### config.mk
export PLATFORM = sky130hd
export DESIGN_NAME = id_operand_fetch
export DESIGN_NICKNAME = d
export VERILOG_FILES = /design/src/rtl/id_operand_fetch.sv
export SDC_FILE = /design/constraint.sdc
export NUM_CORES = 1
export LEC_CHECK = 0
export BUFFER_PORTS_ARGS = -buffer_cell sky130_fd_sc_hd__buf_4
export CAP_MARGIN = 20
export CORE_AREA = 2 2 154 156
export CTS_CLUSTER_DIAMETER = 150
export DETAILED_ROUTE_END_ITERATION = 10
export DIE_AREA = 0 0 156 158
export GPL_TIMING_DRIVEN = 0
export PLACE_DENSITY_LB_ADDON = 0.3
export SYNTH_ARGS = -nofsm -noshare
export SYNTH_HDL_FRONTEND = slang
export SYNTH_SLANG_ARGS = --single-unit
### constraint.sdc
create_clock -name clk -period 3.3 [get_ports clk]
set_clock_uncertainty 0.05 [all_clocks]
set_input_delay 0.165 -clock clk [delete_from_list [all_inputs] [get_ports clk]]
set_output_delay 0.165 -clock clk [all_outputs]
set_load 0.005 [all_outputs]
### src/rtl/id_operand_fetch.sv
// Decode-stage operand reader: decodes the IF/ID instruction, reads the 2R/1W register file,
// resolves EX/MEM forwarding and load-use hazards, and registers the result into ID/EX.
module id_operand_fetch #(
    parameter int DATA_W = 32,
    parameter int ADDR_W = 5
) (
    input  logic              clk,
    input  logic              rst,

    input  logic              in_valid,
    output logic              in_ready,
    input  logic [31:0]       in_inst,
    input  logic [31:0]       in_pc,

    output logic              re1,
    output logic [ADDR_W-1:0] raddr1,
    input  logic [DATA_W-1:0] rdata1,
    output logic              re2,
    output logic [ADDR_W-1:0] raddr2,
    input  logic [DATA_W-1:0] rdata2,

    input  logic              ex_wreg,
    input  logic              ex_is_load,
    input  logic [ADDR_W-1:0] ex_waddr,
    input  logic [DATA_W-1:0] ex_wdata,
    input  logic              mem_wreg,
    input  logic [ADDR_W-1:0] mem_waddr,
    input  logic [DATA_W-1:0] mem_wdata,

    input  logic              stall_i,
    input  logic              flush_i,

    output logic              out_valid,
    output logic [31:0]       out_inst,
    output logic [31:0]       out_pc,
    output logic [DATA_W-1:0] out_reg1,
    output logic [DATA_W-1:0] out_reg2,
    output logic [DATA_W-1:0] out_imm,
    output logic              out_wreg,
    output logic [ADDR_W-1:0] out_waddr,
    output logic              out_is_load,
    output logic              out_is_store
);

    localparam logic [5:0] OP_RTYPE = 6'h00;
    localparam logic [5:0] OP_ADDI  = 6'h08;
    localparam logic [5:0] OP_ADDIU = 6'h09;
    localparam logic [5:0] OP_SLTI  = 6'h0A;
    localparam logic [5:0] OP_SLTIU = 6'h0B;
    localparam logic [5:0] OP_ANDI  = 6'h0C;
    localparam logic [5:0] OP_ORI   = 6'h0D;
    localparam logic [5:0] OP_XORI  = 6'h0E;
    localparam logic [5:0] OP_LUI   = 6'h0F;
    localparam logic [5:0] OP_LW    = 6'h23;
    localparam logic [5:0] OP_SW    = 6'h2B;

    logic [5:0]        op;
    logic [ADDR_W-1:0] rs;
    logic [ADDR_W-1:0] rt;
    logic [ADDR_W-1:0] rd;
    logic [DATA_W-1:0] imm_sext;
    logic [DATA_W-1:0] imm_zext;
    logic [DATA_W-1:0] imm_lui;

    assign op       = in_inst[31:26];
    assign rs       = ADDR_W'(in_inst[25:21]);
    assign rt       = ADDR_W'(in_inst[20:16]);
    assign rd       = ADDR_W'(in_inst[15:11]);
    assign imm_sext = DATA_W'($signed(in_inst[15:0]));
    assign imm_zext = DATA_W'(in_inst[15:0]);
    assign imm_lui  = DATA_W'({in_inst[15:0], 16'h0000});

    logic              dec_re1;
    logic              dec_re2;
    logic              dec_wreg;
    logic [ADDR_W-1:0] dec_waddr;
    logic [DATA_W-1:0] dec_imm;
    logic              dec_load;
    logic              dec_store;

    always_comb begin
        dec_re1   = 1'b0;
        dec_re2   = 1'b0;
        dec_wreg  = 1'b0;
        dec_waddr = '0;
        dec_imm   = imm_sext;
        dec_load  = 1'b0;
        dec_store = 1'b0;
        case (op)
            OP_RTYPE: begin
                dec_re1   = 1'b1;
                dec_re2   = 1'b1;
                dec_wreg  = 1'b1;
                dec_waddr = rd;
            end
            OP_ADDI, OP_ADDIU, OP_SLTI, OP_SLTIU: begin
                dec_re1   = 1'b1;
                dec_wreg  = 1'b1;
                dec_waddr = rt;
            end
            OP_ANDI, OP_ORI, OP_XORI: begin
                dec_re1   = 1'b1;
                dec_wreg  = 1'b1;
                dec_waddr = rt;
                dec_imm   = imm_zext;
            end
            OP_LUI: begin
                dec_wreg  = 1'b1;
                dec_waddr = rt;
                dec_imm   = imm_lui;
            end
            OP_LW: begin
                dec_re1   = 1'b1;
                dec_wreg  = 1'b1;
                dec_waddr = rt;
                dec_load  = 1'b1;
            end
            OP_SW: begin
                dec_re1   = 1'b1;
                dec_re2   = 1'b1;
                dec_store = 1'b1;
            end
            default: ;
        endcase
        // $0 is hardwired, so a write to it is dropped at decode
        if (dec_waddr == '0) begin
            dec_wreg = 1'b0;
        end
    end

    assign re1    = !rst && in_valid && dec_re1;
    assign re2    = !rst && in_valid && dec_re2;
    assign raddr1 = rst ? '0 : rs;
    assign raddr2 = rst ? '0 : rt;

    // A load in EX has no data yet, so it is never an EX forwarding source
    function automatic logic [DATA_W-1:0] resolve(
        input logic              en,
        input logic [ADDR_W-1:0] addr,
        input logic [DATA_W-1:0] rf_data
    );
        logic [DATA_W-1:0] val;
        if (!en || addr == '0) begin
            val = '0;
        end else if (ex_wreg && !ex_is_load && ex_waddr == addr) begin
            val = ex_wdata;
        end else if (mem_wreg && mem_waddr == addr) begin
            val = mem_wdata;
        end else begin
            val = rf_data;
        end
        return val;
    endfunction

    logic [DATA_W-1:0] opnd1;
    logic [DATA_W-1:0] opnd2;

    assign opnd1 = resolve(re1, rs, rdata1);
    assign opnd2 = resolve(re2, rt, rdata2);

    logic haz1;
    logic haz2;
    logic hazard;
    logic accept;

    assign haz1   = re1 && (rs != '0) && (ex_waddr == rs);
    assign haz2   = re2 && (rt != '0) && (ex_waddr == rt);
    assign hazard = in_valid && ex_wreg && ex_is_load && (ex_waddr != '0) && (haz1 || haz2);

    assign in_ready = !rst && !flush_i && !stall_i && !hazard;
    assign accept   = in_valid && in_ready;

    always_ff @(posedge clk) begin
        if (rst || flush_i) begin
            out_valid    <= 1'b0;
            out_inst     <= '0;
            out_pc       <= '0;
            out_reg1     <= '0;
            out_reg2     <= '0;
            out_imm      <= '0;
            out_wreg     <= 1'b0;
            out_waddr    <= '0;
            out_is_load  <= 1'b0;
            out_is_store <= 1'b0;
        end else if (stall_i) begin
            out_valid <= out_valid;
        end else if (accept) begin
            out_valid    <= 1'b1;
            out_inst     <= in_inst;
            out_pc       <= in_pc;
            out_reg1     <= opnd1;
            out_reg2     <= opnd2;
            out_imm      <= dec_imm;
            out_wreg     <= dec_wreg;
            out_waddr    <= dec_waddr;
            out_is_load  <= dec_load;
            out_is_store <= dec_store;
        end else begin
            // bubble: hazard, empty IF/ID, or nothing accepted
            out_valid <= 1'b0;
        end
    end

endmodule

==> results.md, run 1 <==
* Number of global-route vias before repair at 9,329
* Reg2reg end: out_reg1[22]
* RePlAce Congestion at around 0.84
* Clk_lat worst skew at about 420 ps
* Met1 Resource Use GR at 0.318
* Number of synthesized flops with an enable pin at 0
* Root buffer cell: clkbuf_16
* Crit path time final at a little over 3000 ps
* Crit path max fanout at 10
* Met3 Use GR at 0.0687
* Clk buf depth at 2
* Worst slack, placed at 460 ps
* Status: finished clean
* Post-route setup TNS at 0 ps
* Die Area at about 0.025 mm2
* Post-CTS setup buffers at 0
* VDD IR max at 303 uV
* Worst slew pin tran at a little over 1000 ps
* Cell taking the most area after synthesis: dfxtp_1
* Total iterations of the first detailed-routing run at 5
* Syn Area/Cell at 9.20 um2
* Top Ports at around 400
* Synth cell types at 44
* Synth Flop Type: dfxtp_1
* First-pass GRT wire length at just over 50,000 um
* TritonCTS Buffers at 17
* Filler instances at 2,099
* Antenna Nets Post-Route at 0
* Nets at around 1,600
* Rows at 56
* Most frequent cell on the critical path: buf_4
* Clk pin slew, worst setup/hold paths at ~80 ps
* GR Util met2 at 0.484
* FF+latch area at approximately 0.0034 mm2
* Flop-to-flop setup slack at approximately 2200 ps
* CTS tree: done
* Hold Fails Final Rpt at 0
* ANT cells at 0
* Crit-path slowest cell: dlygate4sd3_1
* Crit share post-route at 0.943
* DR vias/cell at 5.54
* Final setup viols at 0
* Yosys reg bits at roughly 170
* Post-Route WL at about 35,000 um
* Achievable Freq at about 0.32 GHz
* RSZ-0062 raised after global routing: no
* Initial antenna violation count at 0
* Cell count after synthesis at 930
* Synthesized area at around 0.0086 mm2
* Post-synth top cells: dfxtp_1, a21oi_1, o21ai_0, clkbuf_1, nand3_1
* Final core utilization at 0.572
* IO buf count at just under 400
* All-Layer GR Usage at 0.271
* Most frequent cell after synthesis: dfxtp_1
* Max-Cap Viols at 0
* Largest net degree at the start of global routing at 21
* Max-slew violations at 0
* Worst Setup End Kind: output pin
* Ys async rst share at 0
* CP max stage delay at between 500 and 600 ps
* Detail Placement HPWL at between 20,000 and 30,000 um
* Critical path class: input pin to output pin
* Core ar. at 0.0231 mm2
* H-tree depth at 4
* Multi-input logic area at 0.00471 mm2
* Leakage at ~5.7 nW
* Sequential fraction of the synthesis area at 0.395
* Worst Hold Path EP: out_reg1[12]
* Routed WL per cell at 20.4 um
* Ranking of synthesized cells by area: dfxtp_1, mux2_2, mux2i_1
* DRC Markers at 0
* Syn Nets at about 1,100
* Chip height at about 160 um
* Busiest grt layer: met2
* Hold Crit Class: input pin to flip-flop
* Area added between synthesis and finish at 54.2%
* Clock sinks at 169
* Die W at 156 um
* CP required at about 3100 ps
* Hold path startpoint: ex_wdata[12]
* CP Launch Type: input pin
* Starting Density at 0.371
* Worst path arrival time at between 2000 and 3000 ps
* Synth Warn # at 0
* Grt total ovfl at 0
* PnR worst setup slack at ~190 ps
* Pwr dens at 366 mW/mm2
* Rel. slew slack at 0.323
* Worst R2R Start: out_reg1[22]
* Layout cell share with drive strength beyond 1 at 0.421
* Critical-path cell list: dlygate4sd3_1 -> buf_4 -> or3b_1 -> or3_1 -> o221ai_4 -> inv_2 -> clkbuf_1 -> buf_4
* Post_cts resized at 0
* R2R cell count at 2
* Hold path depth at 3
* Iteration-0 DRC Markers at 604
* Vias at around 9,500
* Post-synth top area share at 0.395
* Cts hold-fix bufs at 72
metrics by stage:
step	total power (W)	cell area [um2]	instances	hold slack, ps
3_5_place_dp	0.00273	11800	1610	386
3_3_place_gp	0.00273	11800	1610	381
5_1_grt	0.00500	13200	1714	7.63
2_1_floorplan	0.00237	8560	930	262
6_report	0.00483	13200	1714	11.5
4_1_cts	0.00484	13200	1714	0.0128
report_power, final:
| part | internal [W] | switching (W) | leakage [nW] |
|---|---|---|---|
| registers | 0.00205 | 0.00000700 | 1.36 |
| clock network | 0.00104 | 0.00103 | 0.300 |
| logic | 0.000365 | 0.000343 | 4.01 |
critical path: cells and delay by family:
family	cells	cell delay, ps
buffers and inverters	5	1410
AND/OR/NAND/NOR	2	880
AO/OA/AOI/OAI	1	420
cell type report:
cell class              count  share of cell area
flip-flops and latches    169               0.256
clock buffers              17              0.0322
plain buffers             101              0.0340
inverters                   3            0.000853
repair buffers            462               0.277
multi-input cells         657               0.357
clock inverters            15              0.0153
well taps                 290              0.0275
state kept, by name, indices dropped and copies added (netlist names):
name and flops:
out_imm 32, out_inst 32, out_pc 32, out_reg1 32
out_reg2 32, out_waddr 5, out_is_load 1, out_is_store 1
out_valid 1, out_wreg 1
how the worst max path moves through the flow:
stage	start	slack, ps	to	depth (start not counted)
final	in_inst[30]	190	in_ready	8
after global placement	ex_waddr[1]	530	out_reg1[12]	8
after floorplan	in_valid	1130	out_inst[31]	9
after CTS	in_inst[30]	170	in_ready	8
after detailed placement	ex_waddr[1]	460	out_reg1[12]	8
after global routing	in_inst[26]	30	in_ready	9
layer usage:
metal	wire [um]	up-vias
li1	-	4426
met1	13500	4558
met2	17600	456
met3	2970	54
met4	865	0
met5	0	-
layout by cell type (no fill, tap or decap), types with 20 or more instances in the layout:
cell type      instances
buf_4                392
dfxtp_1              169
a21oi_1              120
o21ai_0               80
dlygate4sd3_1         72
clkbuf_1              68
nand3_1               66
or3b_2                64
mux2_2                64
mux2i_1               64
o22ai_1               44
nand4_1               21
o22ai_2               20
logic make-up (layout without fill, tap and decap cells):
family | Yosys count | after routing | share of synthesized area
AND/OR/NAND/NOR | 214 | 214 | 0.161
AO/OA/AOI/OAI | 295 | 295 | 0.210
multiplexers | 128 | 128 | 0.159
XOR/XNOR | 20 | 20 | 0.0205
buffers and inverters | 104 | 598 | 0.0538
flip-flops | 169 | 169 | 0.395
No activity file was read; power rests on OpenSTA's default activity.
==> inputs of run 2 (changes only) <==
--- a/constraint.sdc
+++ b/constraint.sdc
@@ -4,2 +4,2 @@
 set_output_delay 0.165 -clock clk [all_outputs]
-set_load 0.005 [all_outputs]
+set_load 0.1 [all_outputs]
==> results.md, run 2 (same netlist as run 1, synthesis figures left out) <==
* Initial antenna violation count at 0
* CTS tree: done
* Hold path startpoint: ex_wdata[15]
* Post-Route WL at between 30,000 and 40,000 um
* Layout cell share with drive strength beyond 1 at 0.422
* Grt total ovfl at 0
* Crit path time final at roughly 3200 ps
* Leakage at 5.69 nW
* CP required at roughly 3100 ps
* Worst slew pin tran at between 800 and 900 ps
* Reg2reg end: out_reg1[25]
* CP Launch Type: input pin
* Max-Cap Viols at 0
* Clock sinks at 169
* Post-CTS setup buffers at 0
* Pwr dens at 376 mW/mm2
* Most frequent cells in the layout: buf_4, dfxtp_1, a21oi_1, o21ai_0, dlygate4sd3_1
* Most common cell after layout, fill and taps aside: buf_4
* Clk pin slew, worst setup/hold paths at around 70 ps
* Post-route setup TNS at 0 ps
* TritonCTS Buffers at 17
* Clk buf depth at 2
* All-Layer GR Usage at 0.265
* Chip height at 158 um
* R2R cell count at 2
* Crit-path slowest cell: or4_4
* Worst path arrival time at 2950 ps
* Worst Setup End Kind: output pin
* Hold Fails Final Rpt at 0
* Rows at 56
* Flop-to-flop setup slack at about 2200 ps
* Die W at around 160 um
* Root buffer cell: clkbuf_16
* Most frequent cell on the critical path: buf_4
* VDD IR max at 326 uV
* Top Ports at roughly 400
* Rel. slew slack at 0.432
* Number of global-route vias before repair at 9,012
* Hold path depth at 3
* Achievable Freq at roughly 0.32 GHz
* Critical-path cell list: dlygate4sd3_1 -> buf_4 -> or4_4 -> a211oi_4 -> o21ai_2 -> o221ai_4 -> inv_2 -> clkbuf_2 -> buf_4
* RePlAce Congestion at between 0.8 and 0.9
* DR vias/cell at roughly 5.5
* Nets at around 1,600
* Crit path max fanout at 10
* Worst R2R Start: out_reg1[25]
* Worst Hold Path EP: out_reg2[15]
* ANT cells at 0
* Antenna Nets Post-Route at 0
* Final core utilization at 0.574
* Routed WL per cell at 20.3 um
* First-pass GRT wire length at between 50,000 and 60,000 um
* Die Area at roughly 0.025 mm2
* H-tree depth at 4
* Status: finished clean
* Largest net degree at the start of global routing at 21
* Vias at ~9,400
* Detail Placement HPWL at ~26,000 um
* Starting Density at 0.371
* Final setup viols at 0
* DRC Markers at 0
* Core ar. at 0.0231 mm2
* Hold Crit Class: input pin to flip-flop
* RSZ-0062 raised after global routing: no
* Clk_lat worst skew at 430 ps
* Area added between synthesis and finish at 54.6%
* Critical path class: input pin to output pin
* IO buf count at 390
* Iteration-0 DRC Markers at approximately 550
* Filler instances at 2,035
* Total iterations of the first detailed-routing run at 6
* CP max stage delay at roughly 560 ps
* Crit share post-route at 0.960
* Max-slew violations at 0
-- run 2: through the flow --
stage | std cells | setup slack (ps) | total power (W) | hold slack, ps | instance area [um2]
after floorplan | 930 | 165 | 0.00251 | 263 | 8560
after global placement | 1610 | 485 | 0.00287 | 380 | 11800
final | 1718 | 132 | 0.00497 | 14.5 | 13200
after detailed placement | 1610 | 497 | 0.00288 | 384 | 11800
after CTS | 1717 | 136 | 0.00499 | 0.426 | 13200
after global routing | 1718 | 21.7 | 0.00513 | 19.6 | 13200
-- run 2: layer usage --
metal,vias to the layer above,track usage,routed length [um]
li1,4440,-,-
met1,4503,0.302,13500
met2,410,0.473,17300
met3,69,0.0761,2960
met4,0,0.0935,1110
met5,-,0,0
-- run 2: how the worst max path moves through the flow --
stage / end / cells past startpoint / from
after global placement: out_is_load / 8 / in_valid
after global routing: in_ready / 9 / in_inst[31]
final: in_ready / 9 / in_inst[31]
after detailed placement: out_imm[30] / 8 / ex_waddr[1]
after CTS: in_ready / 9 / in_inst[31]
after floorplan: out_inst[23] / 8 / in_inst[31]
-- run 2: layout make-up --
type                            count  area (um2)  area share
Buffer                            101         450      0.0341
Clock buffer                       17         425      0.0322
Timing Repair Buffer              466        3680       0.279
Inverter                            3        11.3    0.000851
Clock inverter                     15         196      0.0149
Tap cell                          290         363      0.0274
Sequential cell                   169        3380       0.256
Multi-Input combinational cell    657        4710       0.356
-- run 2: critical path, delay by kind of cell --
kind | cells | cell delay, ps
AOI/OAI and AO/OA | 3 | 800
buffers and inverters | 5 | 1420
and+or+nand+nor | 1 | 560
-- run 2: repair_timing --
item | CTS | global route
resized for setup | 0 | 0
hold buffers | 75 | 0
hold endpoints to repair | 94 | 0
-- run 2: where the power goes --
group          total, W  switching [W]  internal, W
registers       0.00206     0.00000698      0.00205
logic          0.000856       0.000487     0.000369
clock network   0.00206        0.00102      0.00104
total           0.00497        0.00151      0.00346
